===== config.mk =====
export PLATFORM = sky130hd
export DESIGN_NAME = ht_cmd_arbiter
export DESIGN_NICKNAME = d
export VERILOG_FILES = /design/src/rtl/hash_table_pkg.sv /design/src/rtl/ht_cmd_arbiter_tag_fifo.sv /design/src/rtl/ht_cmd_arbiter.sv
export SDC_FILE = /design/constraint.sdc
export NUM_CORES = 1
export LEC_CHECK = 0
export CAP_MARGIN = 10
export CORE_AREA = 2 2 168 170
export CTS_BUF_LIST = sky130_fd_sc_hd__clkbuf_4 sky130_fd_sc_hd__clkbuf_8 sky130_fd_sc_hd__clkbuf_16
export CTS_CLUSTER_DIAMETER = 40
export DETAILED_ROUTE_END_ITERATION = 16
export DIE_AREA = 0 0 170 172
export PLACE_DENSITY = 0.64
export SYNTH_ARGS = -nofsm -noshare
export SYNTH_HDL_FRONTEND = slang
export SYNTH_SLANG_ARGS = --single-unit

===== constraint.sdc =====
create_clock -name clk_i -period 3.9 [get_ports clk_i]
set_input_delay 0.39 -clock clk_i [delete_from_list [all_inputs] [get_ports clk_i]]
set_output_delay 0.39 -clock clk_i [all_outputs]
set_load 0.005 [all_outputs]

===== src/rtl/hash_table_pkg.sv =====
// Shared hash table types: command/result records, opcodes, result codes and
// the multi-channel arbiter state encoding.
package hash_table;

  localparam int KEY_W     = 16;
  localparam int VALUE_W   = 16;
  localparam int HT_MAX_CH = 16;

  typedef enum logic [1:0] {
    OP_INIT   = 2'd0,
    OP_SEARCH = 2'd1,
    OP_INSERT = 2'd2,
    OP_DELETE = 2'd3
  } ht_opcode_t;

  typedef enum logic [2:0] {
    SEARCH_FOUND                     = 3'd0,
    SEARCH_NOT_SUCCESS_NO_ENTRY      = 3'd1,
    INSERT_SUCCESS                   = 3'd2,
    INSERT_SUCCESS_SAME_KEY          = 3'd3,
    INSERT_NOT_SUCCESS_TABLE_IS_FULL = 3'd4,
    DELETE_SUCCESS                   = 3'd5,
    DELETE_NOT_SUCCESS_NO_ENTRY      = 3'd6,
    INIT_SUCCESS                     = 3'd7
  } ht_rescode_t;

  typedef struct packed {
    ht_opcode_t           opcode;
    logic [KEY_W-1:0]     key;
    logic [VALUE_W-1:0]   value;
  } ht_command_t;

  typedef struct packed {
    ht_command_t          cmd;
    ht_rescode_t          rescode;
    logic [VALUE_W-1:0]   found_value;
  } ht_result_t;

  typedef enum logic [1:0] {
    ARB        = 2'd0,
    FENCE_PRE  = 2'd1,
    FENCE_POST = 2'd2
  } ht_arb_state_t;

endpackage


===== src/rtl/ht_cmd_arbiter_tag_fifo.sv =====
// Channel-ID tag FIFO: remembers which channel issued each in-flight command
// so in-order results can be steered back. Power-of-two depth.
module ht_tag_fifo
  import hash_table::*;
#(
  parameter  int WIDTH = 2,
  parameter  int DEPTH = 16,
  localparam int AW    = $clog2(DEPTH),
  localparam int CNT_W = $clog2(DEPTH + 1)
) (
  input  logic             clk_i,
  input  logic             rst_i,
  input  logic             wr_en_i,
  input  logic [WIDTH-1:0] wr_data_i,
  input  logic             rd_en_i,
  output logic [WIDTH-1:0] rd_data_o,
  output logic             full_o,
  output logic             empty_o,
  output logic [CNT_W-1:0] usedw_o
);

  logic [WIDTH-1:0] r_mem [DEPTH];
  logic [AW-1:0]    r_wr_ptr;
  logic [AW-1:0]    r_rd_ptr;
  logic [CNT_W-1:0] r_cnt;
  logic             w_wr;
  logic             w_rd;

  assign full_o    = (r_cnt == CNT_W'(DEPTH));
  assign empty_o   = (r_cnt == '0);
  assign usedw_o   = r_cnt;
  assign rd_data_o = r_mem[r_rd_ptr];
  assign w_wr      = wr_en_i && !full_o;
  assign w_rd      = rd_en_i && !empty_o;

  always_ff @(posedge clk_i) begin
    if (w_wr) r_mem[r_wr_ptr] <= wr_data_i;
  end

  // Pointers wrap naturally because DEPTH is a power of two.
  always_ff @(posedge clk_i or negedge rst_i) begin
    if (!rst_i) begin
      r_wr_ptr <= '0;
      r_rd_ptr <= '0;
      r_cnt    <= '0;
    end else begin
      if (w_wr) r_wr_ptr <= r_wr_ptr + 1'b1;
      if (w_rd) r_rd_ptr <= r_rd_ptr + 1'b1;
      case ({w_wr, w_rd})
        2'b10:   r_cnt <= r_cnt + 1'b1;
        2'b01:   r_cnt <= r_cnt - 1'b1;
        default: r_cnt <= r_cnt;
      endcase
    end
  end

endmodule


===== src/rtl/ht_cmd_arbiter.sv =====
// Round-robin command arbiter for the hash table core with OP_INIT fencing
// and tag-steered results. Optional per-channel grant counters: HT_ARB_STATS_EN.
module ht_cmd_arbiter
  import hash_table::*;
#(
  parameter  int CH_CNT          = 4,
  parameter  int MAX_OUTSTANDING = 16,
  localparam int CH_W            = $clog2(CH_CNT),
  localparam int CNT_W           = $clog2(MAX_OUTSTANDING + 1)
) (
  input  logic                clk_i,
  input  logic                rst_i,
  input  ht_command_t         cmd_i [CH_CNT],
  input  logic [CH_CNT-1:0]   cmd_valid_i,
  output logic [CH_CNT-1:0]   cmd_ready_o,
  output ht_command_t         ht_cmd_o,
  output logic                ht_cmd_valid_o,
  input  logic                ht_cmd_ready_i,
  input  ht_result_t          ht_res_i,
  input  logic                ht_res_valid_i,
  output logic                ht_res_ready_o,
  output ht_result_t          res_o,
  output logic [CH_CNT-1:0]   res_valid_o,
  input  logic [CH_CNT-1:0]   res_ready_i,
  output logic [CNT_W-1:0]    outstanding_o,
  output logic                err_unexp_res_o,
  output logic [31:0]         stat_grant_cnt_o [CH_CNT]
);

  ht_arb_state_t     r_state;
  ht_arb_state_t     w_state_nxt;
  logic [CH_W-1:0]   r_ptr;
  logic [CH_W-1:0]   w_sel;
  logic [CH_W-1:0]   w_idx;
  logic [CH_W-1:0]   w_ptr_inc;
  logic              w_any_vld;
  logic              w_sel_init;
  logic              w_cmd_free;
  logic              w_grant;
  logic              w_fence_enter;

  ht_command_t       r_cmd;
  logic              r_cmd_vld;
  ht_result_t        r_res;
  logic [CH_CNT-1:0] r_res_vld;
  logic              r_err;

  logic              w_fifo_full;
  logic              w_fifo_empty;
  logic [CH_W-1:0]   w_fifo_head;
  logic [CNT_W-1:0]  w_used;
  logic              w_res_taken;
  logic              w_res_hs;
  logic              w_pop;
  logic              w_unexp;

  // Round-robin pick: lowest offset from r_ptr wins, so scan from the far end.
  always_comb begin
    w_any_vld = 1'b0;
    w_sel     = '0;
    w_idx     = '0;
    for (int i = CH_CNT - 1; i >= 0; i--) begin
      w_idx = CH_W'((int'(r_ptr) + i) % CH_CNT);
      if (cmd_valid_i[w_idx]) begin
        w_any_vld = 1'b1;
        w_sel     = w_idx;
      end
    end
  end

  assign w_sel_init = (cmd_i[w_sel].opcode == OP_INIT);
  assign w_cmd_free = !r_cmd_vld || ht_cmd_ready_i;
  assign w_ptr_inc  = (w_sel == CH_W'(CH_CNT - 1)) ? '0 : w_sel + 1'b1;

  always_comb begin
    w_state_nxt   = r_state;
    w_grant       = 1'b0;
    w_fence_enter = 1'b0;
    case (r_state)
      ARB: begin
        if (w_any_vld) begin
          if (w_sel_init && (w_used != '0)) begin
            w_state_nxt   = FENCE_PRE;
            w_fence_enter = 1'b1;
          end else if (w_cmd_free && !w_fifo_full) begin
            w_grant = 1'b1;
            if (w_sel_init) w_state_nxt = FENCE_POST;
          end
        end
      end
      FENCE_PRE, FENCE_POST: begin
        if (w_used == '0) w_state_nxt = ARB;
      end
      default: w_state_nxt = ARB;
    endcase
  end

  always_ff @(posedge clk_i or negedge rst_i) begin
    if (!rst_i) begin
      r_state <= ARB;
      r_ptr   <= '0;
    end else begin
      r_state <= w_state_nxt;
      if (w_grant)            r_ptr <= w_ptr_inc;
      else if (w_fence_enter) r_ptr <= w_sel;
    end
  end

  assign cmd_ready_o = w_grant ? (CH_CNT'(1) << w_sel) : '0;

  // ---- command output stage ----
  always_ff @(posedge clk_i or negedge rst_i) begin
    if (!rst_i) begin
      r_cmd     <= '0;
      r_cmd_vld <= 1'b0;
    end else if (w_grant) begin
      r_cmd     <= cmd_i[w_sel];
      r_cmd_vld <= 1'b1;
    end else if (ht_cmd_ready_i) begin
      r_cmd_vld <= 1'b0;
    end
  end

  assign ht_cmd_o       = r_cmd;
  assign ht_cmd_valid_o = r_cmd_vld;

  ht_tag_fifo #(
    .WIDTH (CH_W),
    .DEPTH (MAX_OUTSTANDING)
  ) u_tag_fifo (
    .clk_i     (clk_i),
    .rst_i     (rst_i),
    .wr_en_i   (w_grant),
    .wr_data_i (w_sel),
    .rd_en_i   (w_pop),
    .rd_data_o (w_fifo_head),
    .full_o    (w_fifo_full),
    .empty_o   (w_fifo_empty),
    .usedw_o   (w_used)
  );

  assign outstanding_o = w_used;

  // ---- result output stage ----
  assign w_res_taken    = |(r_res_vld & res_ready_i);
  assign ht_res_ready_o = !(|r_res_vld) || w_res_taken;
  assign w_res_hs       = ht_res_valid_i && ht_res_ready_o;
  assign w_pop          = w_res_hs && !w_fifo_empty;
  assign w_unexp        = w_res_hs && w_fifo_empty;

  always_ff @(posedge clk_i or negedge rst_i) begin
    if (!rst_i) begin
      r_res     <= '0;
      r_res_vld <= '0;
      r_err     <= 1'b0;
    end else begin
      if (w_pop) begin
        r_res     <= ht_res_i;
        r_res_vld <= CH_CNT'(1) << w_fifo_head;
      end else if (w_res_taken) begin
        r_res_vld <= '0;
      end
      if (w_unexp) r_err <= 1'b1;
    end
  end

  assign res_o           = r_res;
  assign res_valid_o     = r_res_vld;
  assign err_unexp_res_o = r_err;

`ifdef HT_ARB_STATS_EN
  logic [31:0] r_stat [CH_CNT];

  always_ff @(posedge clk_i or negedge rst_i) begin
    if (!rst_i) begin
      for (int i = 0; i < CH_CNT; i++) r_stat[i] <= '0;
    end else if (w_grant && (r_stat[w_sel] != 32'hFFFF_FFFF)) begin
      r_stat[w_sel] <= r_stat[w_sel] + 32'd1;
    end
  end

  for (genvar g = 0; g < CH_CNT; g++) begin : g_stat
    assign stat_grant_cnt_o[g] = r_stat[g];
  end
`else
  for (genvar g = 0; g < CH_CNT; g++) begin : g_stat
    assign stat_grant_cnt_o[g] = '0;
  end
`endif

endmodule


### Word-level counts from Yosys, hierarchy flattened

Memory sizes are Yosys's and may differ from the RTL's.
Cells that the tools add are included.

* bits in registers: 110
* bits in writable memories: 32
* bits of input ports: 201
* output and inout bits: 231
* word-level logic and storage cells: 112
* memories: 1

* $add $sub $neg: 8
* magnitude comparators: 5
* equal/unequal tests: 10
* shift-type cells: 2
* muxes and demuxes: 43
* bitwise gates (word level): 2
* reduce and logical (&&, ||, !) cells: 25

Memories
* u_tag_fifo.r_mem: words 16, bits a word 2, read ports 1, clocked after memory_dff 0, wr ports 1, RTL line ht_cmd_arbiter_tag_fifo.sv:22 `logic [WIDTH-1:0] r_mem [DEPTH];`

Operators with widths (count)
* $bmux 34 s2: 1
* $mux 34: 2
* $mux 2: 12
* $mux 1: 19
* $lt 2x3->1 const B: 4
* $mux 4: 3
* $pmux 5 s2: 1
* $add 4x1->4 const B: 2
* $bmux 1 s2: 4
* $reduce_bool 2->1: 4
* $reduce_or 4->1: 2
* $shl 1x2->4 const A: 2
* $logic_and 1x1->1: 7
* $eq 2x2->1 const B: 3
* $ne 3x3->1 const B: 2
* $add 5x1->5 const B: 1
* $eq 5x5->1 const B: 1
* $logic_not 5->1: 1
* $reduce_bool 5->1: 1
* $sub 5x1->5 const B: 1
* $add 2x1->2 const B: 2
* $add 2x2->2 const B: 2
* $and 4x4->4: 1
* $eq 2x1->1 const B: 2
* 10 further kinds: 15

### Longest topological paths before layout

Gate-level depths: netlist of the first run.

* depth in word-level cells: 19
* gate-level depth with buffers: 14
* depth with buffers taken out: 14

### By module

From an unflattened synthesis of the first run, not the netlist that was laid out.

* cell total of the unflattened synthesis: 786
* area total of the unflattened synthesis: 8137.8 µm²

Modules (own cells, without submodules)
* ht_cmd_arbiter: instances 1, cells an instance 631, area an instance 6028.3 µm², sequential area each 2427.3 µm²
* ht_tag_fifo: instances 1, cells an instance 155, area an instance 2109.5 µm², sequential area each 1286.2 µm²

### Worst setup path after synthesis of the first run

Ideal clock, no wire load.

* path kind: register -> register
* from: register r_ptr[1]
* to: register u_tag_fifo.r_cnt[4] (netlist: u_tag_fifo.usedw_o[4])
* library setup time: 0.126 ns
* arrival time: 3.072 ns
* data required time: 3.774 ns
* setup slack: 0.702 ns
* stages on the path, launching flop included: 15
* buffers on the path: 1
* period minus slack after synthesis: 3.198 ns
* cell sequence: dfrtp_1 > mux2_1 > o221a_1 > buf_4 > mux2i_2 > a41oi_2 > nand2_4 > inv_2 > ha_1 > fa_1 > a21o_1 > a21oi_1 > xor2_1 > nor2_1 > xor2_1

* longest elaborated chain between the ends: 19
* elaborated cells between the ends (all ways): 33
* those cells by class: add/sub (3); eq/ne (2); mux (23); bitwise (1); reduce/logical (4)

Ends and longest elaborated chain
* start, declared: RTL line ht_cmd_arbiter.sv:32 `logic [CH_W-1:0] r_ptr;`
* start signal, assigned: RTL line ht_cmd_arbiter.sv:104 `if (w_grant) r_ptr <= w_ptr_inc;`
* start signal, assigned: RTL line ht_cmd_arbiter.sv:105 `else if (w_fence_enter) r_ptr <= w_sel;`
* $add 2x2->2: RTL line ht_cmd_arbiter.sv:63 `w_idx = CH_W'((int'(r_ptr) + i) % CH_CNT);`
* $bmux 1 s2: RTL line ht_cmd_arbiter.sv:64 `if (cmd_valid_i[w_idx]) begin`
* $mux 1 (implied by the code): RTL line ht_cmd_arbiter.sv:64
* $mux 2 (4 in series): RTL line ht_cmd_arbiter.sv:64
* $not 2->3 (implied by the code): RTL line ht_cmd_arbiter.sv:71 `assign w_sel_init = (cmd_i[w_sel].opcode == OP_INIT);`
* $bmux 34 s2: RTL line ht_cmd_arbiter.sv:71
* $mux 34 (implied by the code) (2 in series): RTL line ht_cmd_arbiter.sv:71
* $logic_not 2->1: RTL line ht_cmd_arbiter.sv:71
* $logic_and 1x1->1: RTL line ht_cmd_arbiter.sv:82 `if (w_sel_init && (w_used != '0)) begin`
* $mux 1: RTL line ht_cmd_arbiter.sv:82
* $mux 1 *: RTL line ht_cmd_arbiter.sv:81 `if (w_any_vld) begin`
* $mux 1 *: RTL line ht_cmd_arbiter.sv:79 `case (r_state)`
* $logic_and 1x1->1 *: RTL line ht_cmd_arbiter_tag_fifo.sv:33 `assign w_wr = wr_en_i && !full_o;`
* $eq 2x1->1 or $eq 2x2->1 (tied branches): RTL line ht_cmd_arbiter_tag_fifo.sv:49 `case ({w_wr, w_rd})`
* $pmux 5 s2 or $reduce_bool 2->1 (tied branches)
* end signal, assigned: RTL line ht_cmd_arbiter_tag_fifo.sv:50 `2'b10: r_cnt <= r_cnt + 1'b1;`
* end signal, assigned: RTL line ht_cmd_arbiter_tag_fifo.sv:51 `2'b01: r_cnt <= r_cnt - 1'b1;`
* end signal, assigned: RTL line ht_cmd_arbiter_tag_fifo.sv:52 `default: r_cnt <= r_cnt;`
* end, declared: RTL line ht_cmd_arbiter_tag_fifo.sv:25 `logic [CNT_W-1:0] r_cnt;`

Mark *: on every way between the ends. The rest lies on a longest branch, timed or not. The select of a mux whose other input is x is not followed.
A chain may end at the register's enable or synchronous reset.

### Worst setup path in the final report of the first run

* from: register u_tag_fifo.r_cnt[0] (netlist: u_tag_fifo.usedw_o[0])
* to: register u_tag_fifo.r_cnt[4] (netlist: u_tag_fifo.usedw_o[4])

* longest elaborated chain between the ends: 10
* elaborated cells between the ends (all ways): 20
* those cells by class: add/sub (2); eq/ne (3); mux (5); reduce/logical (10)

Ends and longest elaborated chain
* $eq 5x5->1: RTL line ht_cmd_arbiter_tag_fifo.sv:29 `assign full_o = (r_cnt == CNT_W'(DEPTH));`
* $logic_not 1->1: RTL line ht_cmd_arbiter_tag_fifo.sv:33, ht_cmd_arbiter.sv:85
* $logic_and 1x1->1: RTL line ht_cmd_arbiter.sv:85 `end else if (w_cmd_free && !w_fifo_full) begin`
* $mux 1: RTL line ht_cmd_arbiter.sv:85
* $mux 1: RTL line ht_cmd_arbiter.sv:82
* $mux 1: RTL line ht_cmd_arbiter.sv:81
* $mux 1: RTL line ht_cmd_arbiter.sv:79
* $logic_and 1x1->1: RTL line ht_cmd_arbiter_tag_fifo.sv:33
* $eq 2x1->1 or $eq 2x2->1 (tied branches): RTL line ht_cmd_arbiter_tag_fifo.sv:49
* $pmux 5 s2 or $reduce_bool 2->1 (tied branches)

Several ways; a longest one is shown, not always the timed one.

==> run_results.csv, run 1 <==
group,metric,value,unit
run_status,status,"finished clean",
detailed_routing,ant_nets,0,
detailed_routing,vias,6137,
logic_synthesis,syn_area_per_cell,10.7,um^2
setup_path,worstPathArrival,3.62,ns
setup_path,cp.required,4.19,ns
detailed_routing,wl_per_cell,15.6,um
logic_synthesis,synthArstFlopShare,77.5,%
setup_path,crit_top_cell,"xor2_1",
power_and_ir_drop,p_int,0.00550,W
placement,placedCellCount,1373,
setup_path,crit_buf_inv,1,
cells_and_area,diodes,0,
global_routing,grt_overflow,0,
logic_synthesis,yosys_warnings,0,
detailed_routing,finalWirelength,21900,um
sta,fin_crit_sh,85.4,%
cells_and_area,instances_no_fill,1405,
power_and_ir_drop,switchingPower,0.00289,W
detailed_routing,dr.first_iter.drc_count,180,
floorplan,initial_utilization,29.3,%
power_and_ir_drop,finalPower,0.00839,W
power_and_ir_drop,switching_share,34.5,%
power_and_ir_drop,vdd_drop_max,0.352,mV
sta,max_slew_margin,46.6,%
placement,place_congestion,0.778,
floorplan,die_area,0.0292,mm^2
detailed_routing,drtPass1Iterations,4,
cells_and_area,drive_gt1_share,14.6,%
sta,finalClockSkew,0.0190,ns
power_and_ir_drop,p_leak,4.89,nW
setup_path,critical_path.max_stage_delay,0.47,ns
power_and_ir_drop,p_clk_share,19.1,%
cells_and_area,final_cell_mix,"clkdlybuf4s50_1, nand2_1, conb_1, dfrtp_1, mux2_2",
global_routing,grt_pass1_vias,5829,
clock_tree,cts_inserted_buffers,17,
power_and_ir_drop,pwr-share-seq,31.7,%
cells_and_area,final_nets,1262,
placement,placement.io_buffers,303,
setup_path,reg2reg_depth,13,
floorplan,dieHeight,172,um
global_routing,antenna_found_initial,0,
clock_tree,htreeDepth,4,
logic_synthesis,seq_area_frac_synth,46.2,%
sta,tightest_slew,0.801,ns
logic_synthesis,synth_cell_types,56,
detailed_routing,drc,0,
clock_tree,clkTransAtPathRegs,0.06,ns
setup_path,crit_path_cell_trace,"nor4_1, nand2b_1, nor3_1, a41oi_2, nand2_4, inv_2, ha_1, fa_1, a21o_1, a21oi_1, xor2_1, nor2_1, xor2_1",
setup_path,critical_path.startpoint_type,"flip-flop",
sta,setup-violations-final,0,
cells_and_area,syn_to_final_growth,43.3,%
setup_path,crit_slowest_cell,"nor4_1",
global_routing,grt_pass1_wl,31800,um
setup_path,r2r_slack,0.57,ns
power_and_ir_drop,powerDensity,728,mW/mm^2
logic_synthesis,synth_flop_cell,"dfrtp_1",
setup_path,r2r_end,"u_tag_fifo.usedw_o[4]$_DFFE_PN0P_",
setup_path,path_max_fanout,8,
floorplan,ioPinCount,432,
floorplan,core_region_area,0.0275,mm^2
clock_tree,hold_buffers,0,
clock_tree,cts_sinks,142,
logic_synthesis,netlist_instances,753,
setup_path,crit_path_end_kind,"flip-flop",
logic_synthesis,synth_edf_count,32,
sta,period_needed,3.33,ns
floorplan,die_w,170,um
detailed_routing,routed_via_density,4.37,
cells_and_area,layout_commonest_cell,"clkdlybuf4s50_1",
clock_tree,cts_max_path_buffers,2,
cells_and_area,final_util,41.9,%
global_routing,track_usage,14.2,%
clock_tree,clock_latency,0.42,ns
placement,dpl.hpwl,16800,um
cells_and_area,final_cell_area,0.0115,mm^2
setup_path,path_delay_family,"simple AND/OR/NAND/NOR gates",
global_routing,grt_max_degree,69,
sta,rsz0062_at_grt,"no",
setup_path,worstSetupPathType,"flip-flop to flip-flop",
clock_tree,cts_resized,0,
sta,hold_viol,0,
flow_run,cap_violations,0,
hold_path,hp-class,"input pin to async pin",
sta,max_clock_freq,300,MHz
power_and_ir_drop,comb_power_share,49.2,%
placement,placed_cell_area,0.0109,mm^2
setup_path,reg2reg_from,"u_tag_fifo.usedw_o[0]$_DFFE_PN0P_",
clock_tree,cts_setup_buffers,0,
clock_tree,cts_root_buf,"clkbuf_16",
sta,setup_tns,0,ns
floorplan,fp-row-count,61,
logic_synthesis,ys_ff_latch,142,
logic_synthesis,netlist_area,0.00804,mm^2
clock_tree,cts_tree,"built",
sta,slew_violations,0,
-- metrics by stage --
step	setup slack [ns]	hold slack, ns
floorplan	0.702	0.0944
global placement	0.314	0.473
detailed placement	0.183	0.476
CTS	0.485	0.0822
global route	0.358	0.101
finish	0.568	0.0461
-- cells in the mapped netlist, drive strengths merged, types with 5 or more instances --
master,n,share of area (%)
xnor2,7,0.76
and2,9,0.70
nand2,150,7.1
nand3,5,0.31
o21ai,6,0.37
a21oi,6,0.37
and3,39,3.0
mux2,90,13
edfxtp,32,12
mux4,9,2.5
dfrtp,110,34
ha,14,2.2
nor2,12,0.59
inv,9,0.42
clkbuf,21,0.98
a31oi,35,2.7
buf,147,13
-- cell families (layout without fill, tap and decap cells) --
kind of cell               count (synthesis)  count (layout)  synth area share [%]
DFF                                      142             142                  46.2
buffers and inverters                    179             358                  15.0
adders and majority gates                 15              15                  2.43
other                                      1             128                0.0466
AOI/OAI and AO/OA                         68              68                  5.85
muxes                                    103             103                  15.7
and+or+nand+nor                          234             234                  13.7
xor gates and xnor gates                  11              11                  1.20
-- state kept, by name, summed over array words and instances, names as in the netlist, 2 cells and up --
register,count
u_tag_fifo.r_mem,32
u_tag_fifo.r_wr_ptr,4
ht_cmd_o,34
r_ptr,2
r_state,2
u_tag_fifo.r_rd_ptr,4
res_o,53
res_valid_o,4
u_tag_fifo.usedw_o,5
-- layer usage --
| layer | vias to the layer above | wire [um] | global-route usage [%] | share of wire [%] |
|---|---|---|---|---|
| met4 | 0 | 407 | 5.20 | 1.9 |
| met3 | 17 | 1760 | 4.88 | 8.0 |
| met1 | 2910 | 8740 | 16.2 | 40 |
| li1 | 2933 | - | - | - |
| met2 | 277 | 11000 | 24.8 | 50 |
| met5 | - | 0 | 0 | 0 |
-- how the worst max path moves through the flow --
stage	start	cells past startpoint	slack, ns	endpoint
finish	u_tag_fifo.usedw_o[0]$_DFFE_PN0P_	13	0.57	u_tag_fifo.usedw_o[4]$_DFFE_PN0P_
global route	u_tag_fifo.usedw_o[0]$_DFFE_PN0P_	13	0.36	u_tag_fifo.usedw_o[4]$_DFFE_PN0P_
CTS	cmd_valid_i[1]	7	0.48	cmd_ready_o[3]
detailed placement	cmd_valid_i[1]	14	0.18	u_tag_fifo.usedw_o[4]$_DFFE_PN0P_
global placement	cmd_valid_i[0]	14	0.31	u_tag_fifo.usedw_o[4]$_DFFE_PN0P_
floorplan	r_ptr[1]$_DFFE_PN0P_	14	0.70	u_tag_fifo.usedw_o[4]$_DFFE_PN0P_
-- power by group through the flow --
stage	Sequential [W]	Clock (W)	Combinational, W
after floorplan	0.00257	0	0.00245
after global placement	0.00267	0	0.00416
after detailed placement	0.00270	0	0.00421
after CTS	0.00267	0.00167	0.00422
after global routing	0.00275	0.00173	0.00453
final	0.00265	0.00160	0.00413
-- final cells by class --
class / count / area [um^2]
clock inverter: 14 / 148
multi-input combinational: 559 / 3610
sequential: 142 / 3710
timing repair buffer: 315 / 3150
inverter: 11 / 41.3
tap: 346 / 433
fill: 2654 / 16000
clock buffer: 18 / 433
No activity file was read; power rests on OpenSTA's default activity.
==> run 2, diff against run 1 <==
Settings changed: GPL_TIMING_DRIVEN set to 0.
Clock period 3.9 ns to 3.3 ns, I/O delays scaled along.
==> run 2 against run 1 <==
Effect of this change: via count grew 9.3%; clock power grew 24%; final area rose by 11%; routed wire length up 9.6%; sequential share of layout area fell by 3.2 points; combinational power up 31%; power grew 25%; first-iteration DRC count increased by 20%; flip-flop and latch count did not move; critical endpoint is now cmd_ready_o[0]; largest cell class is now buffers; highest routed layer unchanged.
==> run_results.csv, run 2 (synthesis gave the netlist of run 1 again) <==
group,metric,value,unit
cells_and_area,largest_reg_flops,53,
power_and_ir_drop,vdd_drop_max,0.464,mV
cells_and_area,final_nets,1425,
sta,setup-violations-final,0,
power_and_ir_drop,powerDensity,817,mW/mm^2
floorplan,ioPinCount,432,
detailed_routing,vias,6710,
setup_path,cp.required,2.97,ns
sta,rsz0062_at_grt,"no",
sta,fin_crit_sh,96.8,%
sta,slew_violations,0,
hold_path,hp-class,"input pin to async pin",
run_status,status,"finished clean",
global_routing,grt_overflow,0,
placement,place_congestion,0.838,
global_routing,top_usage_layer,"met2",
sta,hold_viol,0,
detailed_routing,drc,0,
power_and_ir_drop,switchingPower,0.00367,W
floorplan,dieHeight,172,um
cells_and_area,final_cell_mix,"clkdlybuf4s50_1, nand2_1, buf_4, conb_1, dfrtp_1",
global_routing,track_usage,15.9,%
sta,setup_tns,0,ns
sta,period_needed,3.19,ns
sta,max_clock_freq,313,MHz
power_and_ir_drop,p_leak,5.73,nW
flow_run,cap_violations,0,
detailed_routing,wl_per_cell,15.3,um
clock_tree,cts_max_path_buffers,2,
sta,finalClockSkew,0.0103,ns
clock_tree,cts_inserted_buffers,17,
floorplan,die_w,170,um
global_routing,grt_pass1_vias,6438,
power_and_ir_drop,pwr-share-seq,29.3,%
floorplan,core_region_area,0.0275,mm^2
cells_and_area,layout_commonest_cell,"clkdlybuf4s50_1",
detailed_routing,ant_nets,0,
cells_and_area,syn_to_final_growth,59.3,%
setup_path,critical_path.startpoint_type,"flip-flop",
cells_and_area,drive_gt1_share,25.3,%
clock_tree,cts_tree,"built",
placement,dpl.hpwl,19100,um
power_and_ir_drop,p_clk_share,18.9,%
cells_and_area,diodes,0,
clock_tree,clkTransAtPathRegs,0.07,ns
clock_tree,clock_latency,0.42,ns
clock_tree,htreeDepth,4,
floorplan,initial_utilization,29.3,%
global_routing,grt_max_degree,62,
global_routing,use_met2,29.1,%
global_routing,grt_pass1_wl,35400,um
clock_tree,cts_sinks,142,
global_routing,met3_usage,4.55,%
placement,dpl_worst_slack,-0.930,ns
sta,tightest_slew,0.605,ns
floorplan,fp-row-count,61,
detailed_routing,dr.first_iter.drc_count,216,
global_routing,grtUsageMet1,17.3,%
detailed_routing,drtPass1Iterations,4,
global_routing,antenna_found_initial,0,
sta,max_slew_margin,59.7,%
setup_path,crit_path_end_kind,"output pin",
setup_path,worstPathArrival,2.86,ns
setup_path,path_max_fanout,11,
power_and_ir_drop,finalPower,0.0105,W
placement,placement.io_buffers,303,
power_and_ir_drop,comb_power_share,51.9,%
sta,setup_ws,0.106,ns
cells_and_area,final_util,46.6,%
sta,hold_slack,0.429,ns
detailed_routing,routed_via_density,4.28,
clock_tree,cts_root_buf,"clkbuf_16",
detailed_routing,finalWirelength,24000,um
power_and_ir_drop,switching_share,35.0,%
power_and_ir_drop,p_int,0.00680,W
floorplan,die_area,0.0292,mm^2
setup_path,worstSetupPathType,"flip-flop to output pin",
-- run 2: changes by cell type in the layout (fill, tap and decap cells not counted), moves of 3 or more --
cell / previous run / this run
buf_4: 11 / 136
clkbuf_1: 0 / 16
buf_2: 0 / 13
buf_6: 0 / 5
clkinv_8: 0 / 4
clkdlybuf4s50_1: 302 / 299
dlygate4sd2_1: 0 / 3
-- run 2: path summary, 6_finish.rpt --
path	from	to	slack [ns]	depth (start not counted)
min reg2reg	res_o[20]$_DFFE_PN0P_	res_o[20]$_DFFE_PN0P_	0.49	1
max in group asynchronous	rst_i	res_o[49]$_DFFE_PN0P_	2.19	3
min in group clk_i	res_o[20]$_DFFE_PN0P_	res_o[20]$_DFFE_PN0P_	0.49	1
min	rst_i	res_o[0]$_DFFE_PN0P_	0.43	2
max reg2reg	r_ptr[1]$_DFFE_PN0P_	u_tag_fifo.usedw_o[4]$_DFFE_PN0P_	0.15	14
max	r_ptr[1]$_DFFE_PN0P_	cmd_ready_o[0]	0.11	9
-- run 2: cell type report --
type	count	area, um^2
repair buffers	313	3140
multi-input cells	559	3700
plain buffers	165	1160
clock buffers	17	425
clock inverters	15	190
fillers	2600	14700
flip-flops and latches	142	3720
inverters	11	48.8
well taps	346	433
-- run 2: worst max-delay path, stage by stage, from the launching register on --
cell	delay, ns
dfrtp_2	0.45
mux2_4	0.31
o221a_1	0.25
buf_6	0.16
mux2i_4	0.20
a41oi_2	0.17
nand2_4	0.14
buf_8	0.14
and2_1	0.13
clkdlybuf4s50_1	0.50
-- run 2: power by group through the flow --
stage	Sequential (W)	Combinational, W	Clock (W)
global placement	0.00306	0.00526	0
finish	0.00306	0.00543	0.00198
global route	0.00316	0.00596	0.00212
floorplan	0.00304	0.00290	0
detailed placement	0.00309	0.00534	0
CTS	0.00306	0.00544	0.00205
-- run 2: metrics by stage --
step	instances	area [um^2]
5_1_grt	1568	12800
6_report	1568	12800
3_3_place_gp	1529	12000
3_5_place_dp	1530	12000
2_1_floorplan	880	8520
4_1_cts	1566	12700
-- run 2: metal layers --
metal	part of all wire (%)	wire [um]	vias to the layer above
met5	0	0	-
met4	2.6	623	0
met3	7.8	1860	32
met2	52	12400	300
met1	38	9090	3107
li1	-	-	3271
-- run 2: what timing repair did --
action / CTS / global route
setup buffers: 6 / 2
hold buffers: 1 / 0
gates cloned: 0 / 0
endpoints found under the setup margin: 8 / 3
resized for setup: 21 / 14
hold endpoints to repair: 49 / 0
pin swaps: 4 / 1
